--- config.mk ---
export PLATFORM = sky130hd
export DESIGN_NAME = jump_controller
export DESIGN_NICKNAME = d
export VERILOG_FILES = /design/src/rtl/jump_controller.sv
export SDC_FILE = /design/constraint.sdc
export NUM_CORES = 1
export LEC_CHECK = 0
export BUFFER_PORTS_ARGS = -buffer_cell sky130_fd_sc_hd__buf_2
export CAP_MARGIN = 20
export CORE_MARGIN = 2
export CORE_UTILIZATION = 56
export CTS_BUF_LIST = sky130_fd_sc_hd__clkbuf_4 sky130_fd_sc_hd__clkbuf_8
export DETAILED_ROUTE_END_ITERATION = 12
export HOLD_SLACK_MARGIN = 0.05
export MAX_ROUTING_LAYER = met4
export PLACE_DENSITY = 0.8
export SKIP_LAST_GASP = 1
export SYNTH_ARGS = -nofsm -noshare
export SYNTH_HDL_FRONTEND = slang
export SYNTH_SLANG_ARGS = --single-unit
--- constraint.sdc ---
create_clock -name clk -period 4.9 [get_ports clk]
set_input_delay 0.735 -clock clk [delete_from_list [all_inputs] [get_ports clk]]
set_output_delay 0.735 -clock clk [all_outputs]
set_load 0.005 [all_outputs]
--- src/rtl/jump_controller.sv ---
// jump_controller: turns player presses into one-cycle jump commands, waits for the
// character to land, keeps the saturating score and latches game over.
module jump_controller #(
  parameter int CNT_W        = 26,
  parameter int REACT_CYCLES = 40_000_000,
  parameter int LAND_TIMEOUT = 20_000_000,
  parameter int SCORE_MAX    = 999
) (
  input  logic       clk,
  input  logic       rst,
  input  logic       module_en,
  input  logic       btn_left,
  input  logic       btn_right,
  input  logic       next_valid,
  input  logic       next_side,
  input  logic       landed,
  output logic       jump_left,
  output logic       jump_right,
  output logic       jump_fail,
  output logic       block_advance,
  output logic       busy,
  output logic [9:0] score,
  output logic       game_over
);

  typedef enum logic [1:0] {S_WAIT, S_JUMP, S_FALL, S_OVER} state_t;

  localparam logic [CNT_W-1:0] REACT_LAST = CNT_W'(REACT_CYCLES - 1);
  localparam logic [CNT_W-1:0] LAND_LAST  = CNT_W'(LAND_TIMEOUT - 1);
  localparam logic [9:0]       SCORE_TOP  = 10'(SCORE_MAX);

  state_t           state_q, state_d;
  logic             btn_left_q, btn_left_d;
  logic             btn_right_q, btn_right_d;
  logic             started_q, started_d;
  logic [CNT_W-1:0] react_cnt_q, react_cnt_d;
  logic [CNT_W-1:0] land_cnt_q, land_cnt_d;
  logic [9:0]       score_q, score_d;
  logic             jump_left_q, jump_left_d;
  logic             jump_right_q, jump_right_d;
  logic             jump_fail_q, jump_fail_d;
  logic             block_advance_q, block_advance_d;
  logic             busy_q, busy_d;
  logic             game_over_q, game_over_d;

  logic clr;
  logic press_l, press_r;

  // Disabling the module is indistinguishable from a reset.
  assign clr = rst | ~module_en;

  assign press_l = btn_left & ~btn_left_q;
  assign press_r = btn_right & ~btn_right_q;

  always_comb begin
    state_d         = state_q;
    btn_left_d      = btn_left;
    btn_right_d     = btn_right;
    started_d       = started_q;
    react_cnt_d     = react_cnt_q;
    land_cnt_d      = land_cnt_q;
    score_d         = score_q;
    jump_left_d     = 1'b0;
    jump_right_d    = 1'b0;
    jump_fail_d     = 1'b0;
    block_advance_d = 1'b0;

    case (state_q)
      S_WAIT: begin
        if (next_valid) begin
          if (press_l && press_r) begin
            jump_fail_d = 1'b1;
            land_cnt_d  = '0;
            state_d     = S_FALL;
          end else if (press_l || press_r) begin
            // A single press is correct when its side matches next_side.
            if (press_r == next_side) begin
              jump_left_d  = press_l;
              jump_right_d = press_r;
              started_d    = 1'b1;
              land_cnt_d   = '0;
              state_d      = S_JUMP;
            end else begin
              jump_fail_d = 1'b1;
              land_cnt_d  = '0;
              state_d     = S_FALL;
            end
          end else if (started_q) begin
            if (react_cnt_q == REACT_LAST) begin
              jump_fail_d = 1'b1;
              land_cnt_d  = '0;
              state_d     = S_FALL;
            end else begin
              react_cnt_d = react_cnt_q + 1'b1;
            end
          end
        end
      end

      S_JUMP: begin
        if (landed) begin
          block_advance_d = 1'b1;
          score_d         = (score_q >= SCORE_TOP) ? score_q : score_q + 10'd1;
          react_cnt_d     = '0;
          state_d         = S_WAIT;
        end else if (land_cnt_q == LAND_LAST) begin
          state_d = S_OVER;
        end else begin
          land_cnt_d = land_cnt_q + 1'b1;
        end
      end

      S_FALL: begin
        if (landed || (land_cnt_q == LAND_LAST)) begin
          state_d = S_OVER;
        end else begin
          land_cnt_d = land_cnt_q + 1'b1;
        end
      end

      default: begin
        state_d = S_OVER;
      end
    endcase

    busy_d      = (state_d == S_JUMP) || (state_d == S_FALL);
    game_over_d = (state_d == S_OVER);
  end

  always_ff @(posedge clk) begin
    if (clr) begin
      state_q         <= S_WAIT;
      btn_left_q      <= 1'b0;
      btn_right_q     <= 1'b0;
      started_q       <= 1'b0;
      react_cnt_q     <= '0;
      land_cnt_q      <= '0;
      score_q         <= '0;
      jump_left_q     <= 1'b0;
      jump_right_q    <= 1'b0;
      jump_fail_q     <= 1'b0;
      block_advance_q <= 1'b0;
      busy_q          <= 1'b0;
      game_over_q     <= 1'b0;
    end else begin
      state_q         <= state_d;
      btn_left_q      <= btn_left_d;
      btn_right_q     <= btn_right_d;
      started_q       <= started_d;
      react_cnt_q     <= react_cnt_d;
      land_cnt_q      <= land_cnt_d;
      score_q         <= score_d;
      jump_left_q     <= jump_left_d;
      jump_right_q    <= jump_right_d;
      jump_fail_q     <= jump_fail_d;
      block_advance_q <= block_advance_d;
      busy_q          <= busy_d;
      game_over_q     <= game_over_d;
    end
  end

  assign jump_left     = jump_left_q;
  assign jump_right    = jump_right_q;
  assign jump_fail     = jump_fail_q;
  assign block_advance = block_advance_q;
  assign busy          = busy_q;
  assign score         = score_q;
  assign game_over     = game_over_q;

endmodule

==> reports/metrics.csv <==
metric;value;unit
run status;complete, no violations;
Fillers;555;
die area;7680;um^2
maxcap violations;0;
#FFs+latches synth;73;
final WL;8930;um
Min Clock Period, post-route;2.78;ns
cts hold-fix bufs;0;
post-DP HPWL;5800;um
Max Clk Rate;0.359;GHz
initial core utilization;0.576;
Data arrival, critical path;3.07;ns
Via density;6.20;
Clock Latency Late Sink;0.35;ns
H-tree depth;3;
Pins Over Slew Limit;0;
most common cell after layout, fill and taps aside;dfxtp_1;
Layout Skew;0.0115;ns
Final GP Congestion;0.910;
FFs w/ async S/R, synth;0;
DRC;0;
fin crit share;0.568;
mapped cell area;3920;um^2
Setup Fix Bufs, Post-CTS;0;
width of the die;87.6;um
Buf+Inv Stages, Crit Path;0;
cts bufs inserted;9;
antenna cells;0;
EDFF count, synth;0;
critical path, cell by cell;nor4b_2 -> nand4b_1 -> or3_4 -> a31oi_4 -> and3_1 -> a32o_1;
CP startpoint kind;register;
Peak VDD IR;295;uV
worst setup path class;register to register;
overall routing resource usage;0.245;
first-pass detailed-route iteration total;5;
origin of the worst setup path;react_cnt_q[18];
vias in the first global route;3226;
Fin. Hold Viols;0;
clk sink count;73;
RSZ-0062 raised after global routing;false;
clock root cell;clkbuf_8;
share of layout cells above drive strength 1;0.124;
Seq/Total Area, Yosys;0.373;
tightest slew margin relative to the limit;0.345;
syn_area_per_cell;8.42;um^2
# resized after CTS;0;
pre-CTS setup slack;2.04;ns
largest net degree at the start of global routing;32;
CTS max path bufs;2;
worst setup margin;2.12;ns
Syn Nets;481;
worst slew pin tran;0.983;ns
Final Net Count;496;
power density cells;279;nW/um^2
post-route ant nets;0;
GRT overflow;0;
Leakage;1.51;nW
Reg clk slew, reported paths;0.08;ns
area grow syn2layout;9.30;%
initial antenna violation count;0;
Worst Path Max Fanout;19;
total number of vias;3603;
core area;6790;um^2
Wirelength per Cell;15.4;um
crit path capture type;register;
Critical R2R Launch;react_cnt_q[18];
Worst EP required;5.19;ns
total negative setup slack;0;ns
commonest non-fill, non-tap cells in the layout;73 x dfxtp_1, 47 x nor2_1, 47 x nand2_1;
final setup fails;0;
Die Y;87.6;um
synth unique cells;57;
first-pass GRT wire length;14700;um
Cells after Synth;465;
# rows;30;
HP Class;register to register;
YS warnings;0;
slowest library cell on the worst path;and3_1;
Ports;24;
ys flop type;dfxtp_1;
CP max stage delay;0.61;ns
PortBufs;23;
cell family with most CP delay;simple AND/OR/NAND/NOR gates;
DR iter-0 viols;318;
hold_sp;land_cnt_q[25];
CTS tree;yes;
[Yosys cell counts, types with 9 or more instances]
cell type,instances,area share
nand4_1,20,0.032
inv_1,9,0.0086
xnor2_1,11,0.025
and4_1,9,0.020
nand3_1,30,0.038
a21oi_1,12,0.015
clkbuf_1,12,0.012
o21ai_0,16,0.020
nor3_1,17,0.022
dfxtp_1,73,0.37
nand2_1,47,0.045
nor2_1,47,0.045
and3_1,13,0.021
xor2_1,20,0.045
and2_1,11,0.018
a32o_1,13,0.033
[power breakdown]
| group | internal (W) | switching [W] | leakage, nW |
|---|---|---|---|
| Clock | 0.000258 | 0.000229 | 0.104 |
| Combinational | 0.0000359 | 0.0000719 | 0.818 |
| Sequential | 0.000596 | 0.00000259 | 0.588 |
[kinds of logic after synthesis]
family                     Yosys count  synth area share
muxes                                3           0.00767
xor gates and xnor gates            31            0.0693
buffers and inverters               31            0.0355
adders and majority gates            8            0.0256
DFF                                 73             0.373
AOI/OAI and AO/OA                   89             0.182
and+or+nand+nor                    230             0.307
[worst register-to-register path: stages (launching register included)]
cell      delay (ns)
dfxtp_1         0.34
nor4b_2         0.28
nand4b_1        0.28
or3_4           0.48
a31oi_4         0.52
and3_1          0.61
a32o_1          0.21
[metal layers]
metal  up-vias  wire length (um)  global-route usage
met5         -                 0                   -
met1      1700              4130               0.323
met2       116              4160               0.376
met3        18               480              0.0471
li1       1769                 -                   -
met4         0               161              0.0839
[final timing paths]
kind	endpoint	slack, ns	depth (start not counted)
setup / recovery	land_cnt_q[4]	2.12	6
hold / removal	land_cnt_q[25]	0.51	2
setup reg to reg	land_cnt_q[4]	2.12	6
hold reg to reg	land_cnt_q[25]	0.51	2
[sequential cells by signal, summed over array words and instances (netlist names)]
name and cells:
score 10, state_q 2, jump_right 1, busy 1, btn_left_q 1, started_q 1
jump_left 1, block_advance 1, btn_right_q 1, game_over 1, react_cnt_q 26, jump_fail 1
land_cnt_q 26
[per-stage QoR]
| stage | cell area, um^2 | instances | total power [W] | util | hold slack [ns] |
|---|---|---|---|---|---|
| 5_1_grt | 4280 | 581 | 0.00124 | 0.630 | 0.530 |
| 2_1_floorplan | 3920 | 465 | 0.000697 | - | 0.455 |
| 3_3_place_gp | 4070 | 565 | 0.000716 | 0.599 | 0.466 |
| 6_report | 4280 | 581 | 0.00119 | 0.630 | 0.508 |
| 3_5_place_dp | 4070 | 565 | 0.000718 | 0.599 | 0.494 |
| 4_1_cts | 4280 | 581 | 0.00120 | 0.630 | 0.505 |
[final cells by class]
| type | count | area, um^2 | share of cell area |
|---|---|---|---|
| Sequential cell | 73 | 1460 | 0.341 |
| Tap cell | 96 | 120 | 0.0281 |
| Clock buffer | 11 | 145 | 0.0339 |
| Inverter | 9 | 33.8 | 0.00789 |
| Clock inverter | 5 | 63.8 | 0.0149 |
| Timing Repair Buffer | 26 | 138 | 0.0322 |
| Multi-Input combinational cell | 361 | 2320 | 0.542 |
(Power assumes the default switching activity.)
